[config.mk]
export PLATFORM = sky130hd
export DESIGN_NAME = pc_sequencer
export DESIGN_NICKNAME = d
export VERILOG_FILES = /design/src/rtl/pc_sequencer.sv
export SDC_FILE = /design/constraint.sdc
export NUM_CORES = 1
export LEC_CHECK = 0
export ABC_AREA = 1
export BUFFER_PORTS_ARGS = -buffer_cell sky130_fd_sc_hd__buf_2
export CORE_AREA = 10 10 145 147
export CTS_CLUSTER_SIZE = 8
export DETAILED_ROUTE_END_ITERATION = 12
export DIE_AREA = 0 0 155 157
export MAX_ROUTING_LAYER = met4
export SYNTH_ARGS = -nofsm -noshare
export SYNTH_HDL_FRONTEND = slang
export SYNTH_SLANG_ARGS = --single-unit
[constraint.sdc]
create_clock -name clk -period 2.83 [get_ports clk]
set_clock_uncertainty 0.15 [all_clocks]
set_input_delay 0.283 -clock clk [delete_from_list [all_inputs] [get_ports clk]]
set_output_delay 0.283 -clock clk [all_outputs]
set_load 0.05 [all_outputs]
[src/rtl/pc_sequencer.sv]
// Program-counter stage: holds PC, sticky overflow flag (V) and retired-instruction counter,
// and selects the next PC from PC+4, a PC-relative branch target or a pseudo-direct jump target.
module pc_sequencer #(
  parameter logic [31:0] RESET_VECTOR = 32'h0000_0000,
  parameter int unsigned CNT_WIDTH    = 32
) (
  input  logic                 clk,
  input  logic                 reset,
  input  logic                 stall,
  input  logic                 branch,
  input  logic                 b_invert,
  input  logic                 balv_s,
  input  logic                 jump,
  input  logic                 link,
  input  logic                 alu_zero,
  input  logic                 alu_ovf,
  input  logic                 v_update,
  input  logic [15:0]          imm16,
  input  logic [25:0]          jtarget,
  output logic [31:0]          pc,
  output logic [31:0]          pc_plus4,
  output logic [31:0]          link_addr,
  output logic                 v_flag,
  output logic                 taken,
  output logic [CNT_WIDTH-1:0] instr_count
);

  localparam int unsigned XLEN = 32;

  logic [XLEN-1:0] br_offset;
  logic [XLEN-1:0] br_target;
  logic [XLEN-1:0] j_target;
  logic [XLEN-1:0] next_pc;
  logic            cond;
  logic            br_taken;

  // Target generation and redirect decision; jump outranks a taken branch.
  always_comb begin
    pc_plus4  = pc + XLEN'(4);
    br_offset = {{14{imm16[15]}}, imm16, 2'b00};
    br_target = pc_plus4 + br_offset;
    j_target  = {pc_plus4[31:28], jtarget, 2'b00};
    cond      = balv_s ? v_flag : (b_invert ? ~alu_zero : alu_zero);
    br_taken  = branch & cond;
    taken     = jump | br_taken;
    link_addr = link ? pc_plus4 : '0;
    next_pc   = pc_plus4;
    if (br_taken) next_pc = br_target;
    if (jump)     next_pc = j_target;
  end

  // balv samples v_flag before this edge updates it.
  always_ff @(posedge clk or posedge reset) begin
    if (reset) begin
      pc          <= RESET_VECTOR;
      v_flag      <= 1'b0;
      instr_count <= '0;
    end else if (!stall) begin
      pc          <= next_pc;
      instr_count <= instr_count + CNT_WIDTH'(1);
      if (v_update) v_flag <= alu_ovf;
    end
  end

endmodule

# ---- Word level (Yosys, flattened, before mapping)
# Index checks and enable logic that the tools add are counted.
dict set report op_classes {
  shifts 0
  bitwise_logic 4
  magnitude_cmp 0
  n_eq_ne 0
  reduce_logical 1
  mux 5
  div 0
  n_mul 0
  add_sub_neg 3
}
# op n
set ops {}
lappend ops {{$mux W32} 3}
lappend ops {{$add A32 B1 Y32 const B} 1}
lappend ops {{$add A32 B3 Y32 const B} 1}
lappend ops {{$add A32 B32 Y32} 1}
lappend ops {{$mux W1} 2}
lappend ops {{$not A1 Y1} 2}
lappend ops {{$reduce_and A2 Y1} 1}
lappend ops {{$and A1 B1 Y1} 1}
lappend ops {{$or A1 B1 Y1} 1}
dict set report word_totals {
  mem_count 0
  reg_bits 65
  output_inout_bits 130
  ram_bits 0
  in_bits 53
  elab_cells 16
  mem_bits_ro 0
  latch_bits 0
}

# ---- Longest topological paths before layout
# Gate-level depths: netlist of the first run.
dict set report depth {
  word_depth 6
  depth_mapped 25
  depth_no_buf 24
}

# ---- Worst setup path before layout of the first run
# Ideal clock, no wire load.
dict set report synth_path {
  kind {register to register}
  start {register pc[4]}
  end {register pc[13]}
  n_path_buf 1
  setup_time_ns 0.131
  required_time_ns 2.549
  stages_incl_launch_ff 18
  arrival_ns 3.424
  setup_slack_ns -0.875
  synth_period_minus_slack_ns 3.705
  cell_sequence {dfrtp_1 -> buf_2 -> nand2_1 -> nor2_4 -> nand2_4 -> xor2_1 -> ha_1 -> nand2_1 -> inv_1 -> nand2_1 -> nand2_1 -> nand2_1 -> nand3_1 -> or2_2 -> nand3_1 -> nand3_1 -> nand2_1 -> o21ai_1}
}
dict set report synth_between {
  elab_chain_cells 4
}
# element line
set synth_rtl {}
lappend synth_rtl {{from (decl)} 20} ;# output logic [31:0] pc,
lappend synth_rtl {{from (signal assigned)} 59} ;# pc <= next_pc;
lappend synth_rtl {{$add A32 B3 Y32} 39} ;# pc_plus4 = pc + XLEN'(4);
lappend synth_rtl {{net pc_plus4[7]} 21} ;# output logic [31:0] pc_plus4,
lappend synth_rtl {{$add A32 B32 Y32} 41} ;# br_target = pc_plus4 + br_offset;
lappend synth_rtl {{$mux W32} 48} ;# if (br_taken) next_pc = br_target;
lappend synth_rtl {{$mux W32} 49} ;# if (jump) next_pc = j_target;
# The timed path passes the listed nets, and every way through them passes these cells.
# A chain may end at the register's enable or synchronous reset.

# ---- Worst setup path in the final report of the first run
dict set report layout_path {
  start {register pc[9]}
  end {register pc[30]}
}
dict set report layout_between {
  elab_chain_cells 4
}
# element line
set layout_rtl {}
lappend layout_rtl {{$add A32 B3 Y32 (*)} 39}
lappend layout_rtl {{$add A32 B32 Y32} 41}
lappend layout_rtl {{$mux W32} 48}
lappend layout_rtl {{$mux W32 (*)} 49}
# Mark *: on every way between the ends. The rest lies on a longest branch, timed or not.

==> flow_summary.yaml, run 1 <==
clock_network:
  path_clk_slew_ns: 0.06
  cts_tree: "done"
  numCtsBuffers: 9
  insertion_delay_ns: 0.33
  cts.sinks: 63
  root_buffer: "clkbuf_16"
  h-tree-depth: 3
  cts_max_path_buffers: 2
min_path:
  hp-class: "in2reg"
  min-delay-start: "alu_ovf"
routing:
  drc_errors: 0
  vias: 8914
  drtIter0Drc: 520
  totalWireLength_um: 30000
  vias_per_cell: 4.86
  wire_per_inst_um: 16.4
  antenna_left: 0
  drt-pass1-iter-count: 5
grt:
  overflow: 0
  antenna_found_initial: 0
  track_usage_pct: 23.8
  grt_max_degree: 42
  grt_pass1_wl_um: 45000
  grt_pass1_vias: 8573
timing:
  finalCritPeriodShare_pct: 104
  setup_viol: 14
  worst_pin_slew_ns: 0.603
  fin_ws_ns: -0.123
  fin_crit_ns: 2.95
  slew_viol_final: 0
  max_clock_freq_mhz: 339
  hold_viol_final: 0
  maxSlewHeadroom_pct: 59.8
  hold-worst-slack_ns: 0.0785
  grt_setup_unrepaired: "yes"
final_layout:
  fin_nets: 1686
  drive_gt1_share_pct: 47.3
  layout.cells.non_filler: 1834
  diodes: 0
  multi_input_area_um2: 5840
  n_fill_cell: 1662
  utilization_pct: 63.6
  register_area_um2: 1610
  syn2layout_area_growth_pct: 64.5
  final_cell_area_um2: 11700
setup_path:
  worst-path-max-fanout: 3
  required_ns: 2.90
  crit_type: "reg2reg"
  cp_top_family: "simple AND/OR/NAND/NOR gates"
  crit_arrival_ns: 3.02
  worstReg2RegStart: "pc[9]$_DFFE_PP0N_"
  cpPeakStageDelay_ns: 0.42
  cp_cell_sequence: "nand2_2 > nor2_4 > nand2_2 > inv_1 > nand2_4 > buf_4 > o21ai_1 > nand2_2 > ha_1 > nand2_2 > nor2_2 > buf_4 > nand2_1 > nand2_1 > a21oi_2 > nand3_1 > nand3_2 > nand2_1 > nand2_1 > nand2_1"
  crit_start: "pc[9]$_DFFE_PP0N_"
  end_kind: "flop"
  path_buf_inv: 3
  start_kind: "flop"
  crit_top_cell: "nand2_1"
  cp_slowest_cell: "dfrtp_2"
synth:
  ys_async_sr_fraction_pct: 100
  synth_area_um2: 7090
  yosys_register_bits: 63
  synth-edff-count: 0
  synth_cell_types: 44
  ys.flop_type: "dfrtp_1"
  avgSynthCellArea_um2: 5.96
  postSynthCellCount: 1189
  yosysWarnings: 0
  ys_seq_area_share_pct: 22.2
die:
  io_pins: 183
  die_width_um: 155
  die_y_um: 157
  initial_core_util_pct: 38.7
  num_rows: 50
  design.core.area_um2: 18300
  die_area_um2: 24300
place:
  dp_hpwl_um: 24100
  place_inst: 1779
  post-place-ws_ns: -0.458
  gp_congestion: 0.936
  place.port_buffers: 176
  dpl_cell_area_um2: 9970
run:
  max-cap-violations: 0
outcome:
  violations: "setup timing"
  status: "finished, violations left"
power:
  power_density_nw_per_um2: 594
  p_leak_uw: 0.00636
  vdd_drop_max_uv: 438
final cells by class:
cell class	count	area share (%)
Sequential cell	63	13.8
Timing Repair Buffer	415	23.6
Multi-Input combinational cell	884	50.1
Inverter	222	7.44
Tap cell	234	2.51
Clock buffer	9	1.93
Clock inverter	7	0.622
flip-flops by register name, indices dropped and copies added (netlist names):
signal	count
instr_count	32
pc	30
v_flag	1
per-stage QoR:
step           total power [uW]  TNS [ns]
4_1_cts                    6600    -0.666
3_5_place_dp               5140     -4.31
5_1_grt                    7320     -3.81
3_3_place_gp               5130     -4.02
2_1_floorplan              3680     -3.83
6_report                   6920    -0.907
placed cells by master, fill, tap and decap left out, types with 22 or more instances in the layout:
| cell | instances |
|---|---|
| inv_2 | 24 |
| ha_4 | 29 |
| nor2_4 | 24 |
| buf_2 | 175 |
| nand3_1 | 46 |
| a21oi_1 | 26 |
| dfrtp_1 | 39 |
| buf_4 | 221 |
| nand3_2 | 22 |
| nor2_1 | 94 |
| dfrtp_2 | 24 |
| xor2_1 | 33 |
| inv_1 | 187 |
| nor2_2 | 24 |
| nand2_1 | 299 |
| nand2_4 | 25 |
| nand2_2 | 85 |
path summary, 6_finish.rpt:
check | end | slack (ns) | depth (start not counted)
max in group asynchronous | pc[17]$_DFFE_PP0N_ | 1.53 | 4
min | v_flag$_DFFE_PP0P_ | 0.08 | 3
min reg2reg | instr_count[10]$_DFFE_PP0N_ | 0.36 | 1
max reg2reg | pc[30]$_DFFE_PP0N_ | -0.12 | 20
max | pc[30]$_DFFE_PP0N_ | -0.12 | 20
min in group asynchronous | instr_count[19]$_DFFE_PP0N_ | 0.38 | 3
cell usage after synthesis (3+ instances only):
master / number / area [um^2]
nand2_1: 396 / 1490
inv_1: 214 / 803
nor2_1: 130 / 488
nand3_1: 70 / 350
dfrtp_1: 63 / 1580
xor2_1: 40 / 350
a21oi_1: 38 / 190
ha_1: 37 / 463
o21ai_0: 25 / 125
nand4_1: 20 / 125
nor3_1: 20 / 100
o21ai_1: 20 / 100
clkbuf_1: 15 / 56.3
inv_2: 8 / 30.0
nor2_4: 8 / 90.1
xnor2_1: 8 / 70.1
nand2_2: 7 / 43.8
buf_4: 6 / 45.0
nand2_4: 6 / 67.6
nand3_2: 5 / 50.1
nand3b_1: 5 / 37.5
buf_2: 4 / 20.0
nor2_2: 4 / 25.0
nor3_2: 4 / 40.0
nor3_4: 4 / 65.1
a21o_1: 3 / 22.5
a31oi_1: 3 / 18.8
o21bai_1: 3 / 22.5
or2_2: 3 / 18.8
per-layer routing:
| layer | routed length, um | track usage [%] | up-vias |
|---|---|---|---|
| li1 | - | - | 4472 |
| met1 | 12700 | 29.0 | 4119 |
| met2 | 15000 | 40.3 | 280 |
| met3 | 1510 | 2.62 | 43 |
| met4 | 857 | 7.65 | 0 |
| met5 | 0 | - | - |
power by group:
part | switching [uW] | leakage [uW] | internal (uW)
Clock | 430 | 0.000142 | 682
Sequential | 165 | 0.000746 | 1040
Combinational | 2920 | 0.00547 | 1680
timing repair:
action	in CTS	in global routing
hold endpoints to repair	23	0
resized for setup	133	134
hold buffers	2	0
setup buffers	24	14
pin swaps	67	71
setup endpoints to repair	23	28
gates cloned	0	0
worst reg2reg max path: cells and delay by family, from the launching register on:
| family | cells | cell delay, ns |
|---|---|---|
| AOI/OAI and AO/OA | 2 | 0.31 |
| adders and majority gates | 1 | 0.36 |
| buffers and inverters | 3 | 0.36 |
| DFF | 1 | 0.42 |
| and+or+nand+nor | 14 | 1.26 |
kinds of logic (layout without fill, tap and decap cells):
group	count (synthesis)	in the layout	synth area share, %
simple gates	691	691	43.6
buf+inv	247	653	13.5
compound gates	99	99	7.47
flops	63	63	22.2
xor+xnor	50	50	6.39
fa+ha+maj	38	38	6.81
other cells	1	6	0.0529
No activity file was read; power rests on OpenSTA's default activity.
==> run 2, diff against run 1 <==
CORE_AREA = 10 10 131 133   (was 10 10 145 147)
DIE_AREA = 0 0 141 143   (was 0 0 155 157)
PLACE_DENSITY = 0.77   (was not set)
==> run 2 against run 1 <==
The run still ends with setup timing left. Global-route usage grew 5.4 points. Combinational power shrank 2%. First-iteration DRC count grew 72%. Critical path depth grew 1. Wire length grew 2.4%. Core utilization grew 14 points. Register-to-register slack lost 0.24 ns. Clock-buffer cell count grew 2. Largest cell class unchanged. Largest power group unchanged.
==> flow_summary.yaml, run 2 (synthesized netlist as in run 1, its figures left out) <==
timing:
  fin_crit_ns: 3.19
  setup_viol: 21
  maxSlewHeadroom_pct: 54.0
  tns_ns: -3.92
  grt_setup_unrepaired: "yes"
  finalCritPeriodShare_pct: 113
  worst_pin_slew_ns: 0.689
  hold_viol_final: 0
  max_clock_freq_mhz: 313
  fin_ws_ns: -0.363
  slew_viol_final: 0
min_path:
  min-delay-start: "alu_ovf"
  holdPathStages: 3
  hp-class: "in2reg"
  holdPathEnd: "v_flag$_DFFE_PP0P_"
clock_network:
  h-tree-depth: 3
  path_clk_slew_ns: 0.06
  cts_max_path_buffers: 2
  root_buffer: "clkbuf_16"
  cts_tree: "done"
  insertion_delay_ns: 0.34
  numCtsBuffers: 9
  cts.sinks: 63
power:
  p_leak_uw: 0.00612
  p_seq_share_pct: 17.9
  p_clk_share_pct: 15.4
  switching_share_pct: 52.2
  p_int_uw: 3230
  power_frac_comb_pct: 66.6
  vdd_drop_max_uv: 377
  p_switching_uw: 3530
  power_density_nw_per_um2: 605
final_layout:
  final_cell_area_um2: 11200
  top_register: "instr_count"
  syn2layout_area_growth_pct: 57.6
  drive_gt1_share_pct: 45.1
  diodes: 0
  fin_nets: 1646
  top_regs: "instr_count x32, pc x30, v_flag x1"
  layout_common_cells: "309 x nand2_1, 186 x buf_4, 185 x inv_1"
  utilization_pct: 77.4
  final_common_cell: "nand2_1"
  largest_register_ffs: 32
  layout.cells.non_filler: 1744
setup_path:
  worstReg2RegStart: "pc[3]$_DFFE_PP0N_"
  crit_arrival_ns: 3.25
  crit_type: "reg2reg"
  r2r_end: "pc[25]$_DFFE_PP0N_"
  start_kind: "flop"
  r2r_slack_ns: -0.36
  required_ns: 2.89
  end_kind: "flop"
  reg2reg_depth: 21
  worst-path-max-fanout: 5
die:
  io_pins: 183
  initial_core_util_pct: 49.1
  die_area_um2: 20200
  die_width_um: 141
  num_rows: 44
  die_y_um: 143
  design.core.area_um2: 14400
run:
  max-cap-violations: 0
routing:
  wl_met2_um: 15000
  drc_errors: 0
  antenna_left: 0
  met1Wirelength_um: 12200
  vias_per_cell: 5.30
  dr_wl_met3_um: 2490
  drtIter0Drc: 895
  totalWireLength_um: 30700
  highest_layer: "met4"
  wire_per_inst_um: 17.6
  drt-pass1-iter-count: 6
  vias: 9239
grt:
  grt_max_degree: 40
  overflow: 0
  grt_pass1_wl_um: 46200
  antenna_found_initial: 0
  track_usage_pct: 29.2
  grt_pass1_vias: 8616
place:
  dpl_cell_area_um2: 9730
  place_inst: 1703
  post-place-ws_ns: -0.415
  place.port_buffers: 176
  dp_hpwl_um: 24100
  gp_congestion: 0.984
outcome:
  violations: "setup timing"
  status: "finished, violations left"
-- run 2: changes by cell type in the layout (fill, tap and decap cells not counted), moves of 3 or more --
| cell | before | now |
|---|---|---|
| nor2_2 | 24 | 21 |
| buf_2 | 175 | 171 |
| nand3_1 | 46 | 40 |
| inv_2 | 24 | 28 |
| nand2_4 | 25 | 21 |
| o21ai_1 | 20 | 24 |
| nand2_2 | 85 | 79 |
| ha_1 | 7 | 12 |
| nand3_2 | 22 | 29 |
| buf_6 | 16 | 12 |
| buf_4 | 221 | 186 |
| ha_4 | 29 | 23 |
| nand2_1 | 299 | 309 |
-- run 2: area by class of cell --
cell class	count	area [um^2]
clock inverters	5	33.8
well taps	184	230
inverters	222	862
clock buffers	11	243
multi-input cells	884	5730
fillers	1117	3250
repair buffers	375	2460
flip-flops and latches	63	1610
-- run 2: routing by layer --
layer | GRT usage (%) | vias to the layer above
met5 | - | -
met4 | 7.66 | 0
met3 | 4.21 | 89
met2 | 48.7 | 473
met1 | 36.2 | 4287
li1 | - | 4390
-- run 2: repair_timing --
action,CTS,global route
setup endpoints to repair,26,32
gates cloned,0,0
pin swaps,42,85
hold buffers,2,0
buffers inserted,9,14
gates resized for setup,95,156
hold endpoints to repair,29,0
-- run 2: power by group through the flow --
stage	Sequential [uW]	Combinational, uW	Clock (uW)
3_5_place_dp	1210	3870	0
6_report	1210	4500	1040
5_1_grt	1230	4800	1080
4_1_cts	1200	4090	1040
2_1_floorplan	1660	2020	0
3_3_place_gp	1210	3850	0
-- run 2: worst max-delay path, cell delays in order (launching register included) --
cell and delay [ns]:
dfrtp_2 0.41, ha_4 0.18, buf_6 0.11, nand3_4 0.10
nor3_4 0.23, inv_2 0.07, nor2_2 0.14, xnor2_1 0.13
buf_4 0.17, inv_4 0.04, ha_4 0.32, nand2_4 0.08
nor2_2 0.17, nand2_2 0.10, nor2_1 0.10, nand2_1 0.09
nand3_1 0.09, nand2_1 0.06, nand3_2 0.08, nand2_1 0.05
nand2_1 0.10, o21ai_1 0.08
-- run 2: stage by stage --
step	hold WS [ns]	total power [uW]
floorplan	0.237	3680
global placement	0.265	5060
detailed placement	0.266	5080
CTS	0.0343	6340
global route	0.0501	7100
finish	0.0441	6760
-- run 2: how the worst max path moves through the flow --
| stage | from | to | slack (ns) | depth (start not counted) |
|---|---|---|---|---|
| 2_1_floorplan | pc[2]$_DFFE_PP0N_ | pc[13]$_DFFE_PP0N_ | -0.27 | 16 |
| 3_3_place_gp | pc[3]$_DFFE_PP0N_ | pc[22]$_DFFE_PP0N_ | -0.36 | 18 |
| 3_5_place_dp | pc[3]$_DFFE_PP0N_ | pc[22]$_DFFE_PP0N_ | -0.42 | 18 |
| 4_1_cts | pc[3]$_DFFE_PP0N_ | pc[31]$_DFFE_PP0N_ | -0.16 | 20 |
| 5_1_grt | pc[3]$_DFFE_PP0N_ | pc[25]$_DFFE_PP0N_ | -0.45 | 21 |
| 6_report | pc[3]$_DFFE_PP0N_ | pc[25]$_DFFE_PP0N_ | -0.36 | 21 |
==> run 3, diff against run 2 <==
CORE_AREA = 2 2 123 125   (was 10 10 131 133)
DIE_AREA = 0 0 125 127   (was 0 0 141 143)
==> run 3 against run 2 <==
The run still ends with setup timing left. Critical path depth down 1. Global-route usage up 7.6 points. Clock-buffer cell count down 1. Sequential power about the same. Cell area up 3.3%. Cell count up 1.1%. First-iteration DRC count up 8.2%. Largest cell class unchanged. Largest power group unchanged.
==> flow_summary.yaml, run 3 (synthesized netlist as in run 1, its figures left out) <==
outcome:
  violations: "setup timing"
  status: "finished, violations left"
place:
  gp_congestion: 1.02
  dp_hpwl_um: 22400
  dpl_cell_area_um2: 9760
  place.port_buffers: 176
final_layout:
  diodes: 0
  final_common_cell: "nand2_1"
  fin_nets: 1666
  utilization_pct: 80.0
  syn2layout_area_growth_pct: 62.8
  top_register: "instr_count"
  final_cell_area_um2: 11500
  largest_register_ffs: 32
  layout_common_cells: "298 x nand2_1, 199 x buf_4, 181 x inv_1"
  drive_gt1_share_pct: 47.5
  top_regs: "instr_count x32, pc x30, v_flag x1"
clock_network:
  insertion_delay_ns: 0.34
  h-tree-depth: 3
  root_buffer: "clkbuf_16"
  cts.sinks: 63
  cts_tree: "done"
  cts_max_path_buffers: 2
  numCtsBuffers: 9
  path_clk_slew_ns: 0.06
power:
  power_uw: 7040
  vdd_drop_max_uv: 406
  p_seq_share_pct: 17.3
  p_switching_uw: 3640
  p_leak_uw: 0.00631
  switching_share_pct: 51.7
  power_density_nw_per_um2: 610
  power_frac_comb_pct: 66.7
  p_int_uw: 3400
  p_clk_share_pct: 16.1
timing:
  worst_pin_slew_ns: 0.840
  fin_crit_ns: 3.17
  slew_viol_final: 0
  hold_viol_final: 0
  maxSlewHeadroom_pct: 44.0
  max_clock_freq_mhz: 316
  tns_ns: -5.03
  fin_ws_ns: -0.336
  setup_viol: 24
  finalCritPeriodShare_pct: 112
  hold-worst-slack_ns: 0.0419
  grt_setup_unrepaired: "yes"
grt:
  antenna_found_initial: 0
  track_usage_pct: 36.7
  grt_max_degree: 64
  grt_pass1_wl_um: 45600
  grt_pass1_vias: 8816
  overflow: 0
setup_path:
  crit_type: "reg2reg"
  crit_arrival_ns: 3.25
  worst-path-max-fanout: 4
  required_ns: 2.91
  start_kind: "flop"
  worstReg2RegStart: "pc[3]$_DFFE_PP0N_"
  end_kind: "flop"
  crit_start: "pc[3]$_DFFE_PP0N_"
routing:
  antenna_left: 0
  wire_per_inst_um: 17.6
  drt-pass1-iter-count: 6
  drtIter0Drc: 968
  totalWireLength_um: 31100
  vias_per_cell: 5.46
  drc_errors: 0
  vias: 9627
min_path:
  hp-class: "in2async"
die:
  die_area_um2: 15900
  num_rows: 44
  die_y_um: 127
  design.core.area_um2: 14400
  initial_core_util_pct: 49.1
  die_width_um: 125
  io_pins: 183
run:
  max-cap-violations: 0
[run 3: final timing paths]
| check | to | cells past startpoint | slack (ns) |
|---|---|---|---|
| worst min register to register | instr_count[9]$_DFFE_PP0N_ | 1 | 0.37 |
| max in group asynchronous | pc[7]$_DFFE_PP0N_ | 3 | 1.89 |
| worst max-delay path | pc[31]$_DFFE_PP0N_ | 20 | -0.34 |
| worst max register to register | pc[31]$_DFFE_PP0N_ | 20 | -0.34 |
| worst min-delay path | pc[21]$_DFFE_PP0N_ | 3 | 0.04 |
| min in group clk | pc[6]$_DFFE_PP0N_ | 3 | 0.08 |
[run 3: worst max-delay path: stages, from the launching register on]
cell and delay (ns):
dfrtp_2 0.43, ha_4 0.19, nand4_1 0.17, buf_4 0.20
inv_2 0.05, nand4_1 0.15, nand2_2 0.17, clkinvlp_4 0.14
ha_4 0.34, nand2_4 0.08, nor2_4 0.14, and3_4 0.21
nand2_4 0.05, nand2_4 0.12, nand2_1 0.09, nand2_2 0.09
inv_1 0.05, nand2_1 0.05, nand3_1 0.07, nand2_1 0.07
nand2_1 0.05
[run 3: routing by layer]
metal	up-vias	routed length (um)	track usage [%]
li1	4423	-	-
met1	4478	12200	47.4
met2	587	14700	59.4
met3	139	2760	5.03
met4	0	1430	13.5
met5	-	0	-
[run 3: layout make-up]
class,instances,area (um^2)
Clock buffer,10,229
Clock inverter,6,68.8
Fill cell,999,2880
Inverter,222,865
Multi-Input combinational cell,884,5910
Sequential cell,63,1610
Tap cell,184,230
Timing Repair Buffer,395,2640
[run 3: stage by stage]
stage	cells	setup WS, ns
floorplan	1194	-0.273
global placement	1711	-0.473
detailed placement	1711	-0.528
CTS	1749	-0.160
global route	1764	-0.489
finish	1764	-0.336
[run 3: power by group through the flow]
stage                     clock network [uW]  registers (uW)  logic (uW)
after floorplan                            0            1660        2020
after global placement                     0            1210        3840
after detailed placement                   0            1210        3860
after CTS                               1120            1200        4140
after global routing                    1170            1230        4980
final                                   1130            1210        4690
[run 3: what timing repair did]
action                                 CTS  global route
setup endpoints to repair               24            32
resized for setup                      117           184
buffers inserted                        22            16
endpoints found under the hold margin    1             0
pin swaps                               78           101
hold buffers                             1             0
